## src/rtl/lc3b_mem_pkg.sv

```systemverilog
// Shared types and constants for the LC-3b memory-port arbiter.
package lc3b_mem_pkg;

   typedef enum logic [1:0] {
      IDLE     = 2'd0,
      IF_BUSY  = 2'd1,
      MEM_BUSY = 2'd2,
      RESP     = 2'd3
   } arb_state_t;

   typedef enum logic {
      SRC_IF  = 1'b0,
      SRC_MEM = 1'b1
   } arb_src_t;

   localparam logic [1:0] WE_NONE = 2'b00;
   localparam logic [1:0] WE_WORD = 2'b11;

endpackage

```

## src/rtl/lc3b_mem_port_arbiter.sv

```systemverilog
// Arbitrates one variable-latency memory port between instruction fetch and the MEM stage,
// producing the ICACHE.R / DCACHE.R ready pulses and squashing fetches made stale by a redirect.
module lc3b_mem_port_arbiter
   import lc3b_mem_pkg::*;
#(
   parameter int AW            = 16,
   parameter int DW            = 16,
   parameter int IF_STARVE_MAX = 4
) (
   input  logic          clk,
   input  logic          rst,
   // fetch side
   input  logic          if_req,
   input  logic [AW-1:0] if_addr,
   output logic          imem_r,
   output logic [DW-1:0] instr,
   // MEM-stage side
   input  logic          mem_req,
   input  logic [AW-1:0] mem_addr,
   input  logic [1:0]    mem_we,
   input  logic [DW-1:0] mem_wdata,
   output logic          dmem_r,
   output logic [DW-1:0] dmem_rdata,
   // backing memory
   output logic          m_en,
   output logic [1:0]    m_we,
   output logic [AW-1:0] m_addr,
   output logic [DW-1:0] m_wdata,
   input  logic          m_ready,
   input  logic [DW-1:0] m_rdata
);

   localparam int            SW           = $clog2(IF_STARVE_MAX + 1);
   localparam logic [SW-1:0] STARVE_LIMIT = SW'(IF_STARVE_MAX);

   arb_state_t    state_reg, state_next;
   arb_src_t      tag_reg, tag_next;
   logic [SW-1:0] starve_reg, starve_next;
   logic [DW-1:0] data_reg, data_next;
   logic [AW-1:0] if_addr_q_reg, if_addr_q_next;

   logic          m_en_reg, m_en_next;
   logic [1:0]    m_we_reg, m_we_next;
   logic [AW-1:0] m_addr_reg, m_addr_next;
   logic [DW-1:0] m_wdata_reg, m_wdata_next;

   logic          mem_wins;
   logic          starve_room;

   assign starve_room = (starve_reg < STARVE_LIMIT);
   // MEM normally has priority; IF takes the port once MEM has starved it long enough.
   assign mem_wins    = mem_req && (!if_req || starve_room);

   always_comb begin
      state_next     = state_reg;
      tag_next       = tag_reg;
      starve_next    = starve_reg;
      data_next      = data_reg;
      if_addr_q_next = if_addr_q_reg;
      m_en_next      = m_en_reg;
      m_we_next      = m_we_reg;
      m_addr_next    = m_addr_reg;
      m_wdata_next   = m_wdata_reg;

      case (state_reg)
         IDLE: begin
            m_en_next = 1'b0;
            m_we_next = WE_NONE;
            if (mem_wins) begin
               state_next   = MEM_BUSY;
               m_en_next    = 1'b1;
               m_we_next    = mem_we;
               m_addr_next  = mem_addr;
               m_wdata_next = mem_wdata;
               if (if_req)
                  starve_next = starve_reg + SW'(1);
            end else if (if_req) begin
               state_next     = IF_BUSY;
               m_en_next      = 1'b1;
               m_we_next      = WE_NONE;
               m_addr_next    = if_addr;
               if_addr_q_next = if_addr;
               starve_next    = '0;
            end
         end

         IF_BUSY, MEM_BUSY: begin
            // The access runs to completion even if its requester has gone away.
            if (m_ready) begin
               state_next = RESP;
               m_en_next  = 1'b0;
               m_we_next  = WE_NONE;
               data_next  = m_rdata;
               tag_next   = (state_reg == IF_BUSY) ? SRC_IF : SRC_MEM;
            end
         end

         RESP: begin
            // Requests are deliberately ignored here so a held request is not re-issued.
            state_next = IDLE;
            m_en_next  = 1'b0;
            m_we_next  = WE_NONE;
         end

         default: begin
            state_next = IDLE;
            m_en_next  = 1'b0;
            m_we_next  = WE_NONE;
         end
      endcase
   end

   always_ff @(posedge clk) begin
      if (rst) begin
         state_reg     <= IDLE;
         tag_reg       <= SRC_IF;
         starve_reg    <= '0;
         data_reg      <= '0;
         if_addr_q_reg <= '0;
         m_en_reg      <= 1'b0;
         m_we_reg      <= WE_NONE;
         m_addr_reg    <= '0;
         m_wdata_reg   <= '0;
      end else begin
         state_reg     <= state_next;
         tag_reg       <= tag_next;
         starve_reg    <= starve_next;
         data_reg      <= data_next;
         if_addr_q_reg <= if_addr_q_next;
         m_en_reg      <= m_en_next;
         m_we_reg      <= m_we_next;
         m_addr_reg    <= m_addr_next;
         m_wdata_reg   <= m_wdata_next;
      end
   end

   assign m_en    = m_en_reg;
   assign m_we    = m_we_reg;
   assign m_addr  = m_addr_reg;
   assign m_wdata = m_wdata_reg;

   // A fetch response is only delivered if the PC still matches what was fetched.
   assign imem_r     = (state_reg == RESP) && (tag_reg == SRC_IF) && if_req && (if_addr == if_addr_q_reg);
   assign dmem_r     = (state_reg == RESP) && (tag_reg == SRC_MEM);
   assign instr      = (tag_reg == SRC_IF) ? data_reg : '0;
   assign dmem_rdata = data_reg;

endmodule
```

## config.mk

```make
export PLATFORM = sky130hd
export DESIGN_NAME = lc3b_mem_port_arbiter
export DESIGN_NICKNAME = d
export VERILOG_FILES = /design/src/rtl/lc3b_mem_pkg.sv /design/src/rtl/lc3b_mem_port_arbiter.sv
export SDC_FILE = /design/constraint.sdc
export NUM_CORES = 1
export LEC_CHECK = 0
export ABC_CLOCK_PERIOD_IN_PS = 2000
export BUFFER_PORTS_ARGS = -buffer_cell sky130_fd_sc_hd__buf_2
export CORE_MARGIN = 5
export CORE_UTILIZATION = 40
export CTS_CLUSTER_SIZE = 12
export DETAILED_ROUTE_END_ITERATION = 10
export PLACE_DENSITY = 0.75
export SETUP_SLACK_MARGIN = 0.02
export SLEW_MARGIN = 5
export SYNTH_ARGS = -nofsm -noshare
export SYNTH_HDL_FRONTEND = slang
export SYNTH_SLANG_ARGS = --single-unit
```

## constraint.sdc

```tcl
create_clock -name clk -period 2 [get_ports clk]
set_input_delay 0.6 -clock clk [delete_from_list [all_inputs] [get_ports clk]]
set_output_delay 0.6 -clock clk [all_outputs]
set_load 0.01 [all_outputs]
```

; ---- Yosys cells after proc, flatten, opt, wreduce, memory -nomap -nowiden
; Cells that the tools add are included.
[word_totals]
input_bits = 71
wordCells = 53
output_inout_bits = 69
register_bits = 73
[classes]
eq_ne = 6
n_reduce_logical = 16
bitwise = 2
order_cmp = 1
muxes = 18
add_sub_neg = 1
[ops]
columns = op, count
row1 = two-way mux 16 bit, 3
row2 = == test 16 bit, 1
row3 = one-hot mux 2 bit (3 select lines), 2
row4 = two-way mux 2 bit, 5
row5 = AND reduction 2 bit, 5
row6 = two-way mux 3 bit, 3
row7 = logical AND 1 bit, 5
row8 = == test 2 bit (second input constant), 2
row9 = two-way mux 1 bit, 4
row10 = adder 3 x 1 -> 3 bit (second input constant), 1
row11 = < comparator 3 bit (second input constant), 1
row12 = != test 3 bit (second input constant), 1
row13 = one-hot mux 1 bit (3 select lines), 1
row14 = AND reduction 3 bit, 1
row15 = == test 2 x 1 -> 1 bit (second input constant), 1
row16 = logical NOT 2 bit, 1
row17 = != test 2 bit (second input constant), 1
row18 = inverter 1 bit, 2
row19 = nonzero test 2 bit, 1
row20 = OR reduction 2 bit, 1
row21 = logical NOT 1 bit, 1
row22 = logical OR 1 bit, 1

; ---- Depth between registers and ports, before layout
; Gate-level depths: netlist (run 1).
[logic_depth]
ltp_word = 5
mapped_depth = 7
depth_no_buf = 6

; ---- Worst setup path before layout (run 1)
; Ideal clock, no wire load.
[synth_timing]
path_kind = in2out
startpoint = input if_addr[9]
endpoint = output imem_r
slack_ns = -0.055
cell_stages = 4
arrival_ns = 1.455
n_path_buf = 0
required_ns = 1.400
path_cell_list = xor2_1 -> nor4_1 -> nand4_1 -> nor4_1
[synth_between]
elab_chain_cells = 2
[synth_lines]
columns = element, line_no
row1 = "start, declared", lc3b_mem_port_arbiter.sv:14  ; input logic [AW-1:0] if_addr,
row2 = == test 16 bit, lc3b_mem_port_arbiter.sv:143  ; assign imem_r = (state_reg == RESP) && (tag_reg == SRC_IF) && if_req && (if_addr == if_addr_q_reg);
row3 = logical AND 1 bit, lc3b_mem_port_arbiter.sv:143
row4 = "end, declared", lc3b_mem_port_arbiter.sv:15  ; output logic imem_r,
; Every way passes these cells.

; ---- Worst setup path in the final report (run 1)
[layout_timing]
startpoint = input if_addr[3]
endpoint = output imem_r
; Same word-level chain as after synthesis.

==> metrics.cfg, run 1 <==
[logic_synthesis]
yosys.area_share.simple_pct=19.35
avgSynthCellArea_sq_um=9.094
synth_compound_area_share_pct=15.66
ys_ff_latch=73
ys_types=30
netlist_area_sq_mm=0.003219
synth.area.mux_share_pct=8.084
ys_warn_count=0
synth_cells=354
synth_fa_ha_area_share_pct=1.943
syn-num-nets=430
synthXorXnorAreaFrac_pct=4.897
yosysSeqAreaShare_pct=45.39
synth_top_family_by_area=simple AND/OR/NAND/NOR gates

[power]
seqPwrFrac_pct=39.0
p_leak_nw=2.096
internal_power_mw=3.172
power_frac_clock_pct=22.6
ir_drop_v=0.0004978
p_per_area_mw_per_mm2=1136
p_sw_share_pct=36.22
netSwitchingPower_mw=1.801
combPwrFrac_pct=38.5

[clocking]
cts_tree=built
cts_root_buf=clkbuf_8
numClockSinks=73
clkLatencyLatePin_ns=0.33
path_clk_slew_ns=0.06
hold_buffers=0
htreeDepth=3
cts_buffer_depth=2
cts_buffers=9

[detailed_routing]
num_vias=3005
antenna_left=0
drt_iter0_markers=76
wl_per_cell_um=14.20
totalWireLength_um=8736
viasPerCell=4.886
first_pass_iters=6
drc=0

[worst_setup_path]
r2r-start=state_reg[0]$_SDFFE_PP0P_
critPathMaxFanout=2
crit_buf_inv=2
crit_path_start_kind=input port
crit_family=simple AND/OR/NAND/NOR gates
worstSetupStartpoint=if_addr[3]
r2r_cells=7
end_kind=output port
crit_arrival_ns=1.62
critical_path_class=input port to output port
cpPeakStageDelay_ns=0.30
crit_chain=buf_2 > xor2_1 > nor4_2 > nand4_1 > nor4_2 > buf_2
cp.depth=6
cp_slowest_cell=nor4_2
cp.required_ns=1.40

[sta]
relSlewSlack_pct=66.63
setup_slack_ns=-0.2249
clock_skew_ns=0.01032
min_period_over_period_pct=111.2
finalSetupViolations=1
whs_ns=0.4500
worst_slew_pin_slew_ns=0.4993
fmax_mhz=449.5
timing.final.max_slew_violations=0
fin_setup_tns_ns=-0.2249
hold_violations=0
grt_setup_unrepaired=true
min_period_ns=2.225

[hold_path]
hold_path.class=flop to flop
hold_path.startpoint=m_wdata[12]$_SDFFE_PP0P_
hold_depth=2

[layout]
multi_input_area_sq_mm=0.001647
syn_to_final_growth_pct=35.99
drive_gt1_share_pct=40.55
fillers=715
fin_util_pct=56.36
seqCellArea_sq_mm=0.001468
diodes=0
nets=584

[floorplan]
core_sq_mm=0.007767
dieArea_sq_mm=0.009942
ioPinCount=140
dieHeight_um=99.71
die_w_um=99.71
rows=32
initial_core_util_pct=41.45

[global_route]
grt_pass1_wl_um=13750
antenna_found_initial=0
grt_max_degree=33
gr-usage-all-layers_pct=17.02
grt_pass1_vias=2983
overflow=0

[outcome]
violations=setup timing
status=finished with violations

[placed_design]
finalWeightedCongestion=0.8009
dpl.hpwl_um=6623
io_buffers=139

[job]
drv_cap=0

==> path summary, 6_finish.rpt <==
check,to,slack [ns]
setup / recovery,imem_r,-0.22
hold / removal,m_wdata[12]$_SDFFE_PP0P_,0.45
setup reg to reg,m_addr[15]$_SDFFE_PP0P_,0.17
hold reg to reg,m_wdata[12]$_SDFFE_PP0P_,0.45
==> metrics by stage <==
step                area (sq um)  instances  worst slack, ns  power [mW]
detailed placement          4133        598          -0.2906       3.864
CTS                         4358        615          -0.2162       5.015
global route                4378        615          -0.2687       5.322
floorplan                   3226        354          0.04646       3.218
global placement            4133        598          -0.2702       3.782
finish                      4378        615          -0.2249       4.973
==> Yosys cell counts (all sizes together) <==
| cell | instances | area [sq um] |
|---|---|---|
| nor3 | 4 | 25.02 |
| nor2 | 32 | 120.1 |
| a211oi | 17 | 207.7 |
| nand3 | 1 | 5.000 |
| nand2b | 3 | 18.77 |
| o211ai | 1 | 7.510 |
| nand4 | 4 | 25.02 |
| xor2 | 17 | 148.9 |
| inv | 3 | 11.26 |
| mux2i | 26 | 260.3 |
| a22oi | 1 | 7.510 |
| a21oi | 38 | 201.5 |
| nand2 | 72 | 272.8 |
| buf | 13 | 101.3 |
| nor4 | 4 | 25.02 |
| dfxtp | 73 | 1461 |
| a21boi | 1 | 18.77 |
| a22o | 6 | 52.55 |
| a311oi | 1 | 8.760 |
| ha | 5 | 62.56 |
| clkbuf | 10 | 37.54 |
| xnor2 | 1 | 8.760 |
| and2 | 3 | 18.77 |
| nor2b | 18 | 112.6 |
==> what timing repair did <==
action / in CTS / in global routing
setup endpoints to repair: 1 / 1
hold endpoints to repair: 0 / 0
resized for setup: 7 / 4
pin swaps: 1 / 0
buffers inserted: 1 / 0
==> power by group through the flow <==
stage / Combinational, mW / Clock (mW) / Sequential, mW
after floorplan: 1.17 / 0 / 2.05
after global placement: 1.84 / 0 / 1.95
after detailed placement: 1.90 / 0 / 1.96
after CTS: 1.93 / 1.15 / 1.93
after global routing: 2.11 / 1.23 / 1.98
final: 1.91 / 1.12 / 1.94
==> layout by cell type (no fill, tap or decap), types with 3 or more instances in the layout <==
cell,synthesis,final
nor2b_1,18,17
a211oi_2,16,16
buf_4,2,25
inv_1,3,3
dfxtp_1,73,70
mux2i_1,26,26
nand4_1,4,4
xor2_1,17,17
and2_1,3,3
clkbuf_1,10,3
nor4_2,0,3
a22o_1,6,6
nand2_1,71,71
nand2b_1,3,3
clkbuf_8,0,10
buf_2,6,137
ha_1,5,4
nor2_1,32,32
a21oi_1,37,37
==> cells by family after synthesis <==
family | Yosys count
DFF | 73
and+or+nand+nor | 141
xor gates and xnor gates | 18
buffers and inverters | 26
adders and majority gates | 5
AOI/OAI and AO/OA | 65
muxes | 26
==> final cells by class <==
class,instances,share of cell area (%)
Sequential cell,73,33.52
Inverter,3,0.2572
Multi-Input combinational cell,255,37.61
Clock inverter,3,0.9145
Tap cell,102,2.915
Clock buffer,13,3.401
Timing Repair Buffer,166,21.38
==> metal layers <==
metal	wire length (um)	vias up	GRT usage (%)
met4	150	0	6.092
met2	4530	87	29.76
li1	-	1503	-
met5	0	-	0
met3	515	14	4.909
met1	3539	1401	19.67
==> worst register-to-register path, cell delays in order (launching register included) <==
cell	delay, ns
dfxtp_2	0.34
buf_4	0.14
inv_1	0.08
ha_1	0.31
nor2b_2	0.19
buf_4	0.37
nor2_1	0.13
a211oi_2	0.21
Note: power is estimated with default switching activity, not from simulation.
==> inputs of run 2 (changes only) <==
--- a/config.mk
+++ b/config.mk
@@ -7,6 +7,7 @@
 export LEC_CHECK = 0
 export ABC_CLOCK_PERIOD_IN_PS = 2000
 export BUFFER_PORTS_ARGS = -buffer_cell sky130_fd_sc_hd__buf_2
+export CORE_ASPECT_RATIO = 1.75
 export CORE_MARGIN = 5
 export CORE_UTILIZATION = 40
 export CTS_CLUSTER_SIZE = 12
==> run 2 against run 1 <==
The flow still finishes with violations (setup timing); die area increased by 0.72%; final area decreased by 0.34%; total power rose by 5.0%; critical path type unchanged.
==> metrics.cfg, run 2 (synthesized netlist as in run 1, its figures left out) <==
[global_route]
grt_max_degree=33  ; unchanged
overflow=0  ; unchanged
antenna_found_initial=0  ; unchanged
grt_pass1_wl_um=13520  ; -1.7%
gr-usage-all-layers_pct=16.68  ; -0.34 points
grt_pass1_vias=3008  ; +0.84%

[clocking]
cts_root_buf=clkbuf_16
cts_buffer_depth=2  ; unchanged
cts_buffers=9  ; unchanged
numClockSinks=73  ; unchanged
htreeDepth=3  ; unchanged
path_clk_slew_ns=0.06  ; about the same
cts_setup_buffers=0  ; -1
cts_tree=built
clkLatencyLatePin_ns=0.32  ; about the same

[worst_setup_path]
r2r-start=state_reg[0]$_SDFFE_PP0P_
cpPeakStageDelay_ns=0.33  ; +0.03 ns
crit_arrival_ns=1.76  ; +0.14 ns
end_kind=output port
crit_chain=buf_6 > xor2_1 > nor4_2 > buf_4 > nand4_1 > nor4_2 > buf_2
critPathMaxFanout=2  ; unchanged
crit_family=simple AND/OR/NAND/NOR gates
crit_buf_inv=3  ; +1
critical_path_class=input port to output port
crit_path_start_kind=input port
r2r_cells=6  ; -1
path_common_cell=nor4_2
cp.required_ns=1.40  ; about the same
cp_slowest_cell=nor4_2
r2r-end=state_reg[1]$_SDFFE_PP0P_
rrSetupSlack_ns=0.31  ; +0.14 ns

[sta]
min_period_ns=2.362  ; +0.1368 ns
fmax_mhz=423.4  ; -5.8%
setup_slack_ns=-0.3616  ; -0.1368 ns
finalSetupViolations=1  ; unchanged
min_period_over_period_pct=118.1  ; +6.8 points
clock_skew_ns=0.004984  ; -0.005331 ns
timing.final.max_slew_violations=0  ; unchanged
grt_setup_unrepaired=true
whs_ns=0.4484  ; -0.001624 ns
hold_violations=0  ; unchanged
worst_slew_pin_slew_ns=0.6593  ; +0.1600 ns
relSlewSlack_pct=55.95  ; -11 points

[placed_design]
finalWeightedCongestion=0.7264  ; -9.3%
numPlacedInstances=582  ; -2.7%
io_buffers=139  ; unchanged
dpl.hpwl_um=6455  ; -2.5%
placed_area_sq_mm=0.004080  ; -1.3%
dp_slack_ns=-0.4587  ; -0.1682 ns

[power]
finalPower_mw=5.221  ; +5.0%
netSwitchingPower_mw=1.845  ; +2.5%
combPwrFrac_pct=36.5  ; -2.0 points
seqPwrFrac_pct=36.8  ; -2.2 points
p_per_area_mw_per_mm2=1197  ; +5.3%
p_leak_nw=2.111  ; +0.70%
power_frac_clock_pct=26.6  ; +4.0 points
p_sw_share_pct=35.35  ; -0.87 points
internal_power_mw=3.375  ; +6.4%
ir_drop_v=0.0006698  ; +35%

[outcome]
status=finished with violations
violations=setup timing

[floorplan]
core_sq_mm=0.007909  ; +1.8%
dieHeight_um=128.7  ; +29%
rows=43  ; +34%
dieArea_sq_mm=0.01001  ; +0.72%
die_w_um=77.82  ; -22%
initial_core_util_pct=40.71  ; -0.74 points
ioPinCount=140  ; unchanged

[layout]
nets=580  ; -0.68%
mostFrequentLayoutCell=buf_2
final_cell_mix=138 x buf_2, 73 x dfxtp_1, 71 x nand2_1
syn_to_final_growth_pct=35.52
fillers=756  ; +5.7%
finalNonFillerCells=599  ; -2.6%
diodes=0  ; unchanged
design_area_sq_mm=0.004363  ; -0.34%
drive_gt1_share_pct=38.90  ; -1.6 points

[detailed_routing]
wl_per_cell_um=14.30  ; +0.64%
totalWireLength_um=8563  ; -2.0%
drt_iter0_markers=68  ; -11%
antenna_left=0  ; unchanged
num_vias=2972  ; -1.1%
m1WireLength_um=3057  ; -14%
dr_wl_met3_um=539  ; +4.7%
viasPerCell=4.962  ; +1.5%
first_pass_iters=4  ; -2
top_layer_used=met4
wl_met2_um=4825  ; +6.5%
drc=0  ; unchanged

[hold_path]
hold_path.class=flop to flop
hold_path.startpoint=m_we[0]$_SDFFE_PP0P_
hold_depth=2  ; unchanged
whs_endpoint=m_we[0]$_SDFFE_PP0P_

[job]
drv_cap=0  ; unchanged

run 2: cell count changes in the layout (fill, tap and decap cells not counted), sizes merged:
cell,delta
buf,-5
bufinv,-1
clkinv,+2
clkbuf,-1
nor2b,+1
run 2: layout make-up:
type	instances	area [sq um]	share of cell area [%]
clock buffer	12	236.5	5.420
timing repair buffer	161	879.6	20.16
tap	90	112.6	2.581
clock inverter	4	20.02	0.4588
sequential	73	1461	33.50
multi-input combinational	256	1642	37.63
inverter	3	11.26	0.2581
run 2: how the worst max path moves through the flow:
stage / startpoint / to / slack, ns / cells past startpoint
after detailed placement: if_addr[9] / imem_r / -0.46 / 7
final: if_addr[9] / imem_r / -0.36 / 7
after global routing: if_addr[9] / imem_r / -0.43 / 7
after global placement: if_addr[9] / imem_r / -0.51 / 7
after floorplan: if_addr[9] / imem_r / 0.05 / 4
after CTS: if_addr[9] / imem_r / -0.38 / 7
run 2: tightest hold or removal path: cells and delay by family, from the launching register on:
kind             cells  cell delay (ns)
AO/OA/AOI/OAI        1             0.05
flip-flops           1             0.30
AND/OR/NAND/NOR      1             0.05
run 2: power groups by stage:
stage | Combinational [mW] | Sequential, mW | Clock [mW]
6_report | 1.91 | 1.92 | 1.39
4_1_cts | 1.90 | 1.93 | 1.44
3_3_place_gp | 1.83 | 1.94 | 0
3_5_place_dp | 1.88 | 1.95 | 0
2_1_floorplan | 1.17 | 2.05 | 0
5_1_grt | 2.14 | 1.96 | 1.51
run 2: metal layers:
metal | vias up | global-route usage (%)
li1 | 1494 | -
met1 | 1380 | 15.98
met2 | 87 | 32.74
met3 | 11 | 4.272
met4 | 0 | 6.579
met5 | - | 0
run 2: repair_timing:
item / in CTS / in global routing
hold buffers: 0 / 0
endpoints found under the setup margin: 1 / 17
endpoints found under the hold margin: 0 / 0
cloned: 0 / 1
pin swaps: 0 / 0
resized for setup: 2 / 1
run 2: per-stage QoR:
stage | utilization, % | setup TNS (ns)
2_1_floorplan | - | 0
3_3_place_gp | 51.59 | -1.791
3_5_place_dp | 51.59 | -2.499
4_1_cts | 54.99 | -0.3794
5_1_grt | 55.17 | -0.4283
6_report | 55.17 | -0.3616
